[config.mk]
export PLATFORM = sky130hd
export DESIGN_NAME = pulse_period_meter
export DESIGN_NICKNAME = d
export VERILOG_FILES = /design/src/rtl/pulse_period_meter.sv
export SDC_FILE = /design/constraint.sdc
export NUM_CORES = 1
export LEC_CHECK = 0
export CORE_ASPECT_RATIO = 1.5
export CORE_MARGIN = 4
export CORE_UTILIZATION = 30
export DETAILED_ROUTE_END_ITERATION = 8
export MAX_ROUTING_LAYER = met4
export SYNTH_ARGS = -nofsm -noshare
export SYNTH_HDL_FRONTEND = slang
export SYNTH_SLANG_ARGS = --single-unit
[constraint.sdc]
create_clock -name clk -period 4.1 [get_ports clk]
set_clock_uncertainty 0.15 [all_clocks]
set_input_delay 0.615 -clock clk [delete_from_list [all_inputs] [get_ports clk]]
set_output_delay 0.615 -clock clk [all_outputs]
set_load 0.05 [all_outputs]
[src/rtl/pulse_period_meter.sv]
// Measures the clock-cycle distance between consecutive rising edges of a pulse
// stream, strobes each period, and flags lock (repeat period) and missing pulses.
module pulse_period_meter #(
  parameter int WIDTH = 8
) (
  input  logic             clk,
  input  logic             rst,
  input  logic             en,
  input  logic             pulse,
  output logic [WIDTH-1:0] period,
  output logic             valid,
  output logic             locked,
  output logic             overflow
);

  typedef enum logic [1:0] {
    IDLE = 2'd0,
    RUN  = 2'd1,
    OVF  = 2'd2
  } state_t;

  localparam logic [WIDTH-1:0] CNT_MAX = '1;

  state_t           state;
  logic             pulse_d;
  logic [WIDTH-1:0] cnt;
  logic             has_prev;
  logic             pulse_edge;

  // pulse_d resets high so a pulse held high through reset is not an edge
  assign pulse_edge = pulse & ~pulse_d;

  always_ff @(posedge clk or negedge rst) begin
    if (!rst) begin
      state    <= IDLE;
      pulse_d  <= 1'b1;
      cnt      <= '0;
      has_prev <= 1'b0;
      period   <= '0;
      valid    <= 1'b0;
      locked   <= 1'b0;
      overflow <= 1'b0;
    end else begin
      pulse_d <= pulse;
      valid   <= 1'b0;
      if (!en) begin
        state    <= IDLE;
        cnt      <= '0;
        has_prev <= 1'b0;
        locked   <= 1'b0;
        overflow <= 1'b0;
      end else begin
        case (state)
          IDLE: begin
            cnt <= '0;
            if (pulse_edge) begin
              state    <= RUN;
              cnt      <= {{(WIDTH-1){1'b0}}, 1'b1};
              has_prev <= 1'b0;
            end
          end
          RUN: begin
            if (pulse_edge) begin
              period   <= cnt;
              valid    <= 1'b1;
              cnt      <= {{(WIDTH-1){1'b0}}, 1'b1};
              locked   <= has_prev && (cnt == period);
              has_prev <= 1'b1;
            end else if (cnt == CNT_MAX) begin
              // counter saturated without an edge: the pulse went missing
              state    <= OVF;
              locked   <= 1'b0;
              overflow <= 1'b1;
            end else begin
              cnt <= cnt + 1'b1;
            end
          end
          OVF: begin
            if (pulse_edge) begin
              state    <= RUN;
              cnt      <= {{(WIDTH-1){1'b0}}, 1'b1};
              has_prev <= 1'b0;
              overflow <= 1'b0;
            end
          end
          default: begin
            state <= IDLE;
            cnt   <= '0;
          end
        endcase
      end
    end
  end

endmodule

**Word-level counts from Yosys, hierarchy flattened**

Index checks and enable logic that the tools add are counted.

- Bits in registers: 23
- Bits of input ports: 4
- Output and inout bits: 11
- Logic and storage cells: 60

- $add $sub $neg: 1
- Equal/unequal tests: 14
- Multiplexer cells: 26
- Bitwise logic cells: 2
- Reductions and logical operators: 9

Operators with widths:

| operator | number |
|---|---|
| 2-to-1 mux 8 bit | 4 |
| one-hot mux 8 bit (3 select lines) | 1 |
| 2-to-1 mux 1 bit | 14 |
| inequality test 3 bit, second input constant | 4 |
| AND reduction 3 bit | 3 |
| adder 8 x 1 -> 8 bit, second input constant | 1 |
| == test 8 bit | 1 |
| == test 8 bit, second input constant | 1 |
| 2-to-1 mux 2 bit | 4 |
| inequality test 3 x 1 -> 1 bit, second input constant | 2 |
| inequality test 3 x 2 -> 1 bit, second input constant | 2 |
| inequality test 4 bit, second input constant | 1 |
| one-hot mux 1 bit (2 select lines) | 2 |
| one-hot mux 2 bit (2 select lines) | 1 |
| AND reduction 2 bit | 2 |
| AND reduction 4 bit | 1 |
| == test 2 x 1 -> 1 bit, second input constant | 1 |
| == test 2 bit, second input constant | 1 |
| logical NOT 2 bit | 1 |
| inequality test 2 x 1 -> 1 bit, second input constant | 1 |
| OR reduction 2 bit | 1 |
| bitwise AND 1 bit | 1 |
| logical AND 1 bit | 1 |
| inverter 1 bit | 1 |

**Depth between registers and ports, before layout**

Gate-level depths: netlist of run 1.

- Depth in word-level cells: 5
- Gate-level depth with buffers: 6
- Depth with buffers taken out: 5

**Worst setup path before layout of run 1**

Ideal clock, no wire load.

- Path kind: input -> register
- Start: in pulse
- End: reg locked
- Library setup time: 0.125 ns
- Data arrival time: 1.472 ns
- Required time: 3.825 ns
- Setup slack: 2.353 ns
- Stages on the path: 4
- Path buffers: 0
- Cells stage by stage: nand2b_1 nand2_1 o21ai_0 mux2_2

- Longest elaborated chain between the ends: 4
- Elaborated cells between the ends (all ways): 6
- Those cells by class: 1 x eq/ne; 3 x mux; 1 x bitwise; 1 x reduce/logical

RTL lines:

| item | RTL line | source |
|---|---|---|
| start, declared | 9 | `input logic pulse,` |
| bitwise AND 1 bit (*) | 31 | `assign pulse_edge = pulse & ~pulse_d;` |
| 2-to-1 mux 1 bit | 63 | `if (pulse_edge) begin` |
| 2-to-1 mux 1 bit | 53 | `case (state)` |
| 2-to-1 mux 1 bit | 46 | `if (!en) begin` |
| end signal, assigned | 67 | `locked <= has_prev && (cnt == period);` |
| end, declared | 12 | `output logic locked,` |

Every way passes the cells marked *; elsewhere a longest branch is shown, timed or not. The select of a mux whose other input is x is not followed.
A chain may end at the register's enable or synchronous reset.

**Worst setup path in the final report of run 1**

- Start: reg period[3]
- End: out period[3]

RTL lines:

| item | RTL line | source |
|---|---|---|
| start, declared | 10 | `output logic [WIDTH-1:0] period,` |
| start signal, assigned | 64 | `period <= cnt;` |

No word-level cell between the ends.

==> results.sh, run 1 <==
export IMPL_avgSynthCellArea_um2=11.51
export IMPL_fp_dieW_um=61.28
export IMPL_grt_overflow_total=0
export IMPL_hold_start="locked$_DFFE_PN0P_"
export IMPL_drc=0
export IMPL_post_place_ws_ns=1.690
export IMPL_core_area_um2=4029
export IMPL_cpLargestDelayFamily="buffers and inverters"
export IMPL_antenna_found_initial=0
export IMPL_worst_ep_required_time_ns=3.34
export IMPL_cp_slowest_cell="clkdlybuf4s50_1"
export IMPL_outcome="complete, no violations"
export IMPL_tightest_slew_ns=1.008
export IMPL_maxSlewViolCount=0
export IMPL_min_path_cells=1
export IMPL_vias=869
export IMPL_grt_pass1_wl_um=4353
export IMPL_synthesis_area_um2=1277
export IMPL_vias_per_cell=5.235
export IMPL_clk_path_buf_depth=2
export IMPL_grt_pass1_vias=925
export IMPL_worst_setup_path_start_kind="register"
export IMPL_place_port_buffers=14
export IMPL_postCtsHoldBufs=0
export IMPL_worst_r2r_endpoint="locked$_DFFE_PN0P_"
export IMPL_grt_max_degree=24
export IMPL_post_cts_repair_setup_buffers=0
export IMPL_syn_nets=116
export IMPL_r2r_start="pulse_d$_DFF_PN1_"
export IMPL_layout_drive_gt1_share_pct=19.83
export IMPL_gp_congestion=0.8718
export IMPL_fp_dieArea_um2=5388
export IMPL_ys_seq_area_share_pct=45.15
export IMPL_critical_path_n_buffers_inverters=1
export IMPL_die_y_um=87.92
export IMPL_cts_htree_levels=1
export IMPL_cts_resized=0
export IMPL_ys_types=39
export IMPL_hold_end="locked$_DFFE_PN0P_"
export IMPL_rsz0062_at_grt="no"
export IMPL_yosysWarnings=0
export IMPL_areaGrowthSynthToFinish_pct=14.30
export IMPL_dr_pass1_iters=4
export IMPL_slew_limit_headroom_pct=32.56
export IMPL_crit_path_max_incr_delay_ns=0.82
export IMPL_post_place_cells=162
export IMPL_finalPower_mw=0.4211
export IMPL_cts_sinks=23
export IMPL_ioPinCount=15
export IMPL_rr_worst_depth=4
export IMPL_n_fill_cell=394
export IMPL_wirelength_um=2549
export IMPL_crit_type="reg2out"
export IMPL_synth_edff_count=0
export IMPL_power_leakage_nw=0.5963
export IMPL_path_max_fanout=3
export IMPL_num_rows=28
export IMPL_final_cell_mix="dfrtp_1 (22), clkdlybuf4s50_1 (14), nand2_1 (10), mux2_4 (8), xnor2_1 (7)"
export IMPL_clk_latency_ns=0.27
export IMPL_clock_fmax_mhz=443.3
export IMPL_initial_core_util_pct=31.71
export IMPL_drv_cap=0
export IMPL_drt_iter0_drc=26
export IMPL_reg2reg_slack_ns=2.24
export IMPL_cp_arrival_ns=1.49
export IMPL_ys_async_sr_fraction_pct=100.0
export IMPL_setup_violations=0
export IMPL_ys_flop_type="dfrtp_1"
export IMPL_whs_ns=0.3753
export IMPL_period_share_pct=55.02
export IMPL_fin_tns_setup_ns=0
export IMPL_cts_buffers=3
export IMPL_ir_drop_mv=0.1216
export IMPL_hp_class="reg2reg"
export IMPL_diodes=0
export IMPL_multi_input_area_um2=641.9
export IMPL_nets=127
export IMPL_postRouteAntennaNets=0
export IMPL_cts_clk_slew_worst_paths_ns=0.08
export IMPL_cts_tree="yes"
export IMPL_synth_seq_cells=23
export IMPL_syn_inst=111
export IMPL_period_minus_slack_ns=2.256
export IMPL_path_depth=1
export IMPL_grt_usage_pct=11.20
export IMPL_hpwlAfterDp_um=1898
export IMPL_end_kind="output pin"
export IMPL_crit_chain="clkdlybuf4s50_1"
export IMPL_wl_per_cell_um=15.36
export IMPL_cts_root_buf="clkbuf_8"
export IMPL_regArea_um2=576.8
export IMPL_powerDensity_nw_per_um2=288.4
export IMPL_fin_ws_ns=1.844
export IMPL_layout_cells_most_common="dfrtp_1"
export IMPL_instances_no_fill=166
export IMPL_hold_viol=0
==> state kept, by name, summed over array words and instances, names as in the netlist <==
register	flops
cnt	8
overflow	1
state	2
valid	1
locked	1
period	8
pulse_d	1
has_prev	1
==> where the power goes <==
group,switching [mW],leakage [nW],internal (mW)
Sequential,0.00565,0.315,0.232
Clock,0.0727,0.0228,0.0694
Combinational,0.0249,0.259,0.0169
Total,0.103,0.596,0.318
==> cell type report <==
class,instances,share of cell area [%]
multi-input combinational,80,43.96
sequential,23,39.50
timing repair buffer,14,9.597
tap,45,3.856
clock buffer,4,3.085
==> worst max-delay path by stage <==
stage	end	slack [ns]	startpoint
floorplan	locked$_DFFE_PN0P_	2.35	pulse
global placement	locked$_DFFE_PN0P_	1.73	en
detailed placement	locked$_DFFE_PN0P_	1.69	en
CTS	period[6]	1.83	period[6]$_DFFE_PN0P_
global route	period[5]	1.79	period[5]$_DFFE_PN0P_
finish	period[3]	1.84	period[3]$_DFFE_PN0P_
==> through the flow <==
step / instance area [µm²] / utilization, %
2_1_floorplan: 1277 / -
3_3_place_gp: 1415 / 35.12
3_5_place_dp: 1415 / 35.12
4_1_cts: 1460 / 36.24
5_1_grt: 1460 / 36.24
6_report: 1460 / 36.24
==> synthesized netlist by cell type (3+ instances only) <==
| library cell | instances | area [µm²] |
|---|---|---|
| nand4_1 | 3 | 18.77 |
| mux2_4 | 8 | 120.1 |
| xnor2_1 | 7 | 61.31 |
| buf_2 | 5 | 25.02 |
| o21ai_0 | 5 | 25.02 |
| nand2_1 | 10 | 37.54 |
| nor2_1 | 3 | 11.26 |
| o211ai_1 | 4 | 30.03 |
| dfrtp_1 | 22 | 550.5 |
| a21oi_1 | 6 | 30.03 |
| buf_6 | 3 | 33.78 |
==> cell families (layout without fill, tap and decap cells) <==
group / Yosys count / after routing / synth area share, %
simple gates: 33 / 33 / 17.14
compound gates: 27 / 27 / 14.89
flops: 23 / 23 / 45.15
mux: 10 / 10 / 11.07
xor+xnor: 9 / 9 / 6.171
buf+inv: 8 / 18 / 4.603
fa+ha+maj: 1 / 1 / 0.9793
==> per-layer routing <==
layer | track usage, % | vias up | wire [µm]
met5 | - | - | 0
met2 | 18.88 | 14 | 1358
met4 | 5.325 | 0 | 52
li1 | - | 423 | -
met1 | 11.93 | 428 | 1042
met3 | 2.655 | 4 | 95
Note: power is estimated with default switching activity, not from simulation.
==> run 2: changes to the inputs <==
==> constraint.sdc (replaced) <==
create_clock -name clk -period 2.1 [get_ports clk]
set_clock_uncertainty 0.15 [all_clocks]
set_input_delay 0.315 -clock clk [delete_from_list [all_inputs] [get_ports clk]]
set_output_delay 0.315 -clock clk [all_outputs]
set_load 0.05 [all_outputs]
==> results.sh, run 2 (synthesized netlist as in run 1, its figures left out) <==
export IMPL_cp_arrival_ns=1.50
export IMPL_fp_dieArea_um2=5388
export IMPL_maxSlewViolCount=0
export IMPL_wirelength_um=2761
export IMPL_drv_cap=0
export IMPL_postRouteAntennaNets=0
export IMPL_layout_drive_gt1_share_pct=23.02
export IMPL_finalPower_mw=0.8341
export IMPL_grt_max_degree=24
export IMPL_grt_overflow_total=0
export IMPL_whs_ns=0.2424
export IMPL_cts_root_buf="clkbuf_8"
export IMPL_clk_path_buf_depth=2
export IMPL_grt_pass1_vias=942
export IMPL_worst_ep_required_time_ns=1.63
export IMPL_clock_fmax_mhz=509.5
export IMPL_postCtsHoldBufs=0
export IMPL_end_kind="output pin"
export IMPL_place_port_buffers=14
export IMPL_num_rows=28
export IMPL_diodes=0
export IMPL_period_share_pct=93.46
export IMPL_initial_core_util_pct=31.71
export IMPL_reg_top3="cnt (8), period (8), state (2)"
export IMPL_dr_pass1_iters=4
export IMPL_worst_setup_path_start_kind="register"
export IMPL_vias_per_cell=5.398
export IMPL_antenna_found_initial=0
export IMPL_cpLargestDelayFamily="buffers and inverters"
export IMPL_outcome="complete, no violations"
export IMPL_gp_congestion=0.9252
export IMPL_critical_path_n_buffers_inverters=1
export IMPL_fin_tns_setup_ns=0
export IMPL_rsz0062_at_grt="no"
export IMPL_cts_tree="yes"
export IMPL_cp_slowest_cell="clkdlybuf4s50_1"
export IMPL_cts_buffers=3
export IMPL_tightest_slew_ns=0.5088
export IMPL_hpwlAfterDp_um=1988
export IMPL_final_cell_mix="dfrtp_1 (22), clkdlybuf4s50_1 (14), nand2_1 (10), mux2_4 (8), xnor2_1 (7)"
export IMPL_grt_pass1_wl_um=4567
export IMPL_hp_class="in2async"
export IMPL_cts_resized=0
export IMPL_cts_htree_levels=1
export IMPL_ioPinCount=15
export IMPL_setup_violations=0
export IMPL_crit_chain="clkdlybuf4s50_1"
export IMPL_post_cts_repair_setup_buffers=0
export IMPL_slew_limit_headroom_pct=65.98
export IMPL_die_y_um=87.92
export IMPL_post_place_cells=167
export IMPL_areaGrowthSynthToFinish_pct=17.24
export IMPL_drt_iter0_drc=33
export IMPL_period_minus_slack_ns=1.963
export IMPL_hold_viol=0
export IMPL_cts_sinks=23
export IMPL_powerDensity_nw_per_um2=556.9
export IMPL_layout_cells_most_common="dfrtp_1"
export IMPL_ir_drop_mv=0.2611
export IMPL_instances_no_fill=171
export IMPL_fp_dieW_um=61.28
export IMPL_grt_usage_pct=11.79
export IMPL_cts_clk_slew_worst_paths_ns=0.08
export IMPL_vias=923
export IMPL_core_area_um2=4029
export IMPL_power_leakage_nw=0.6209
export IMPL_clk_latency_ns=0.27
export IMPL_drc=0
export IMPL_path_max_fanout=3
export IMPL_wl_per_cell_um=16.15
export IMPL_crit_type="reg2out"
export IMPL_crit_path_max_incr_delay_ns=0.82
export IMPL_nets=132
[run 2: cell type report]
cell class                      instances  area [µm²]
Tap cell                               45       56.30
Sequential cell                        23       576.8
Multi-Input combinational cell         80       641.9
Timing Repair Buffer                   19       177.7
Fill cell                             390        2531
Clock buffer                            4       45.04
[run 2: path summary, 6_finish.rpt]
kind                                       start                 end  slack (ns)  cells after the start
min in group clk                           pulse   pulse_d$_DFF_PN1_        0.35                      1
min                                          rst  cnt[6]$_DFFE_PN0P_        0.24                      2
max                        period[3]$_DFFE_PN0P_           period[3]        0.14                      1
min reg2reg                   locked$_DFFE_PN0P_  locked$_DFFE_PN0P_        0.37                      1
max reg2reg                   cnt[1]$_DFFE_PN0P_  locked$_DFFE_PN0P_        0.23                      5
max in group asynchronous                    rst   pulse_d$_DFF_PN1_        1.28                      2
[run 2: power by group]
part / total [mW] / internal, mW / leakage, nW / switching, mW
sequential: 0.461 / 0.452 / 0.315 / 0.00909
clock: 0.281 / 0.136 / 0.0228 / 0.145
combinational: 0.0918 / 0.0385 / 0.283 / 0.0532
[run 2: metrics by stage]
step	worst slack [ns]	utilization [%]	instance area (µm²)
detailed placement	0.2019	36.06	1453
CTS	0.1294	37.17	1498
global placement	0.2184	36.06	1453
global route	0.09480	37.17	1498
finish	0.1374	37.17	1498
floorplan	0.4282	-	1277
[run 2: metal layers]
layer	up-vias	track usage (%)	wire (µm)	part of all wire [%]
met5	-	-	0	0
met4	0	6.509	71	2.6
met3	4	1.622	98	3.5
met2	15	19.65	1446	52
met1	470	13.06	1146	42
li1	434	-	-	-
==> run 3: changes to the inputs <==
--- a/config.mk
+++ b/config.mk
@@ -6,7 +6,7 @@
 export NUM_CORES = 1
 export LEC_CHECK = 0
 export CORE_ASPECT_RATIO = 1.5
-export CORE_MARGIN = 4
+export CORE_MARGIN = 2
 export CORE_UTILIZATION = 30
 export DETAILED_ROUTE_END_ITERATION = 8
 export MAX_ROUTING_LAYER = met4
==> results.sh, run 3 (synthesized netlist as in run 1, its figures left out) <==
export IMPL_areaGrowthSynthToFinish_pct=16.75
export IMPL_hp_class="in2async"
export IMPL_vias_per_cell=5.374
export IMPL_fin_util_pct=35.74
export IMPL_postCtsHoldBufs=0
export IMPL_cp_arrival_ns=1.48
export IMPL_power_frac_seq_pct=56.0
export IMPL_ioPinCount=15
export IMPL_clock_fmax_mhz=513.6
export IMPL_p_int_mw=0.6261
export IMPL_worst_ep_required_time_ns=1.63
export IMPL_layout_drive_gt1_share_pct=22.40
export IMPL_gp_congestion=0.8295
export IMPL_cp_slowest_cell="clkdlybuf4s50_1"
export IMPL_layout_cells_most_common="dfrtp_1"
export IMPL_tightest_slew_ns=0.5001
export IMPL_wirelength_um=2575
export IMPL_cts_sinks=23
export IMPL_setup_violations=0
export IMPL_drt_iter0_drc=17
export IMPL_critical_path_n_buffers_inverters=1
export IMPL_antenna_found_initial=0
export IMPL_fin_area_um2=1491
export IMPL_clkPwrFrac_pct=33.0
export IMPL_path_max_fanout=3
export IMPL_end_kind="output pin"
export IMPL_period_minus_slack_ns=1.947
export IMPL_cts_resized=0
export IMPL_maxSlewViolCount=0
export IMPL_final_cell_mix="dfrtp_1 (22), clkdlybuf4s50_1 (14), nand2_1 (10), mux2_4 (8), xnor2_1 (7)"
export IMPL_slew_limit_headroom_pct=66.56
export IMPL_nets=131
export IMPL_clk_path_buf_depth=2
export IMPL_grt_pass1_vias=959
export IMPL_swShare_pct=24.06
export IMPL_crit_chain="clkdlybuf4s50_1"
export IMPL_hpwlAfterDp_um=1956
export IMPL_cts_buffers=3
export IMPL_cts_htree_levels=1
export IMPL_cts_clk_slew_worst_paths_ns=0.08
export IMPL_hold_viol=0
export IMPL_outcome="complete, no violations"
export IMPL_fin_tns_setup_ns=0
export IMPL_place_port_buffers=14
export IMPL_crit_type="reg2out"
export IMPL_period_share_pct=92.72
export IMPL_drv_cap=0
export IMPL_clk_latency_ns=0.26
export IMPL_worst_setup_path_start_kind="register"
export IMPL_vias=919
export IMPL_place_area_um2=1446
export IMPL_die_y_um=83.92
export IMPL_grt_overflow_total=0
export IMPL_comb_power_share_pct=11.0
export IMPL_switching_power_mw=0.1984
export IMPL_cts_tree="yes"
export IMPL_post_cts_repair_setup_buffers=0
export IMPL_grt_pass1_wl_um=4436
export IMPL_diodes=0
export IMPL_wl_per_cell_um=15.06
export IMPL_highest_layer="met4"
export IMPL_n_fill_cell=404
export IMPL_cpLargestDelayFamily="buffers and inverters"
export IMPL_routed_wl_met2_um=1395
export IMPL_dr_pass1_iters=4
export IMPL_rsz0062_at_grt="no"
export IMPL_grt_usage_pct=12.19
export IMPL_grt_max_degree=24
export IMPL_fp_dieArea_um2=4807
export IMPL_postRouteAntennaNets=0
export IMPL_power_leakage_nw=0.6155
export IMPL_reg_top3="cnt (8), period (8), state (2)"
export IMPL_drc=0
export IMPL_num_rows=29
export IMPL_ir_drop_mv=0.3594
export IMPL_initial_core_util_pct=30.61
export IMPL_dr_wl_met3_um=80
export IMPL_fp_dieW_um=57.28
export IMPL_powerDensity_nw_per_um2=552.8
export IMPL_met1_length_um=1040
export IMPL_core_area_um2=4173
export IMPL_crit_path_max_incr_delay_ns=0.82
export IMPL_cts_root_buf="clkbuf_8"
## run 3: power by group through the flow
stage          logic [mW]  clock network (mW)  registers (mW)
2_1_floorplan      0.0463                   0           0.482
3_3_place_gp       0.0906                   0           0.470
3_5_place_dp       0.0919                   0           0.470
4_1_cts            0.0920               0.282           0.462
5_1_grt            0.0983               0.295           0.463
6_report           0.0910               0.272           0.462
## run 3: final timing paths
| path | startpoint | end | slack, ns | cells after the start |
|---|---|---|---|---|
| max | period[0]$_DFFE_PN0P_ | period[0] | 0.15 | 1 |
| min | rst | state[0]$_DFFE_PN0P_ | 0.25 | 2 |
| max reg2reg | cnt[1]$_DFFE_PN0P_ | cnt[6]$_DFFE_PN0P_ | 0.27 | 5 |
| min reg2reg | locked$_DFFE_PN0P_ | locked$_DFFE_PN0P_ | 0.37 | 1 |
| max in group asynchronous | rst | pulse_d$_DFF_PN1_ | 1.27 | 2 |
| min in group clk | pulse | pulse_d$_DFF_PN1_ | 0.35 | 1 |
## run 3: layout make-up
| type | instances | area [µm²] | share of cell area, % |
|---|---|---|---|
| clock buffers | 4 | 45.04 | 3.020 |
| repair buffers | 18 | 170.2 | 11.41 |
| multi-input cells | 80 | 641.9 | 43.04 |
| well taps | 46 | 57.56 | 3.859 |
| flip-flops and latches | 23 | 576.8 | 38.67 |
## run 3: metrics by stage
| step | setup WS (ns) | cells | power (mW) | hold slack, ns |
|---|---|---|---|---|
| after floorplan | 0.4282 | 111 | 0.5282 | -0.1306 |
| after global placement | 0.2274 | 167 | 0.5605 | 0.3501 |
| after detailed placement | 0.1910 | 167 | 0.5620 | 0.3547 |
| after CTS | 0.1350 | 171 | 0.8358 | 0.2523 |
| after global routing | 0.1069 | 171 | 0.8560 | 0.2910 |
| final | 0.1528 | 171 | 0.8244 | 0.2489 |
## run 3: metal layers
metal | vias to the layer above | global-route usage (%)
met5 | - | -
met4 | 0 | 5.708
met3 | 6 | 2.481
met2 | 21 | 20.48
met1 | 461 | 13.54
li1 | 431 | -
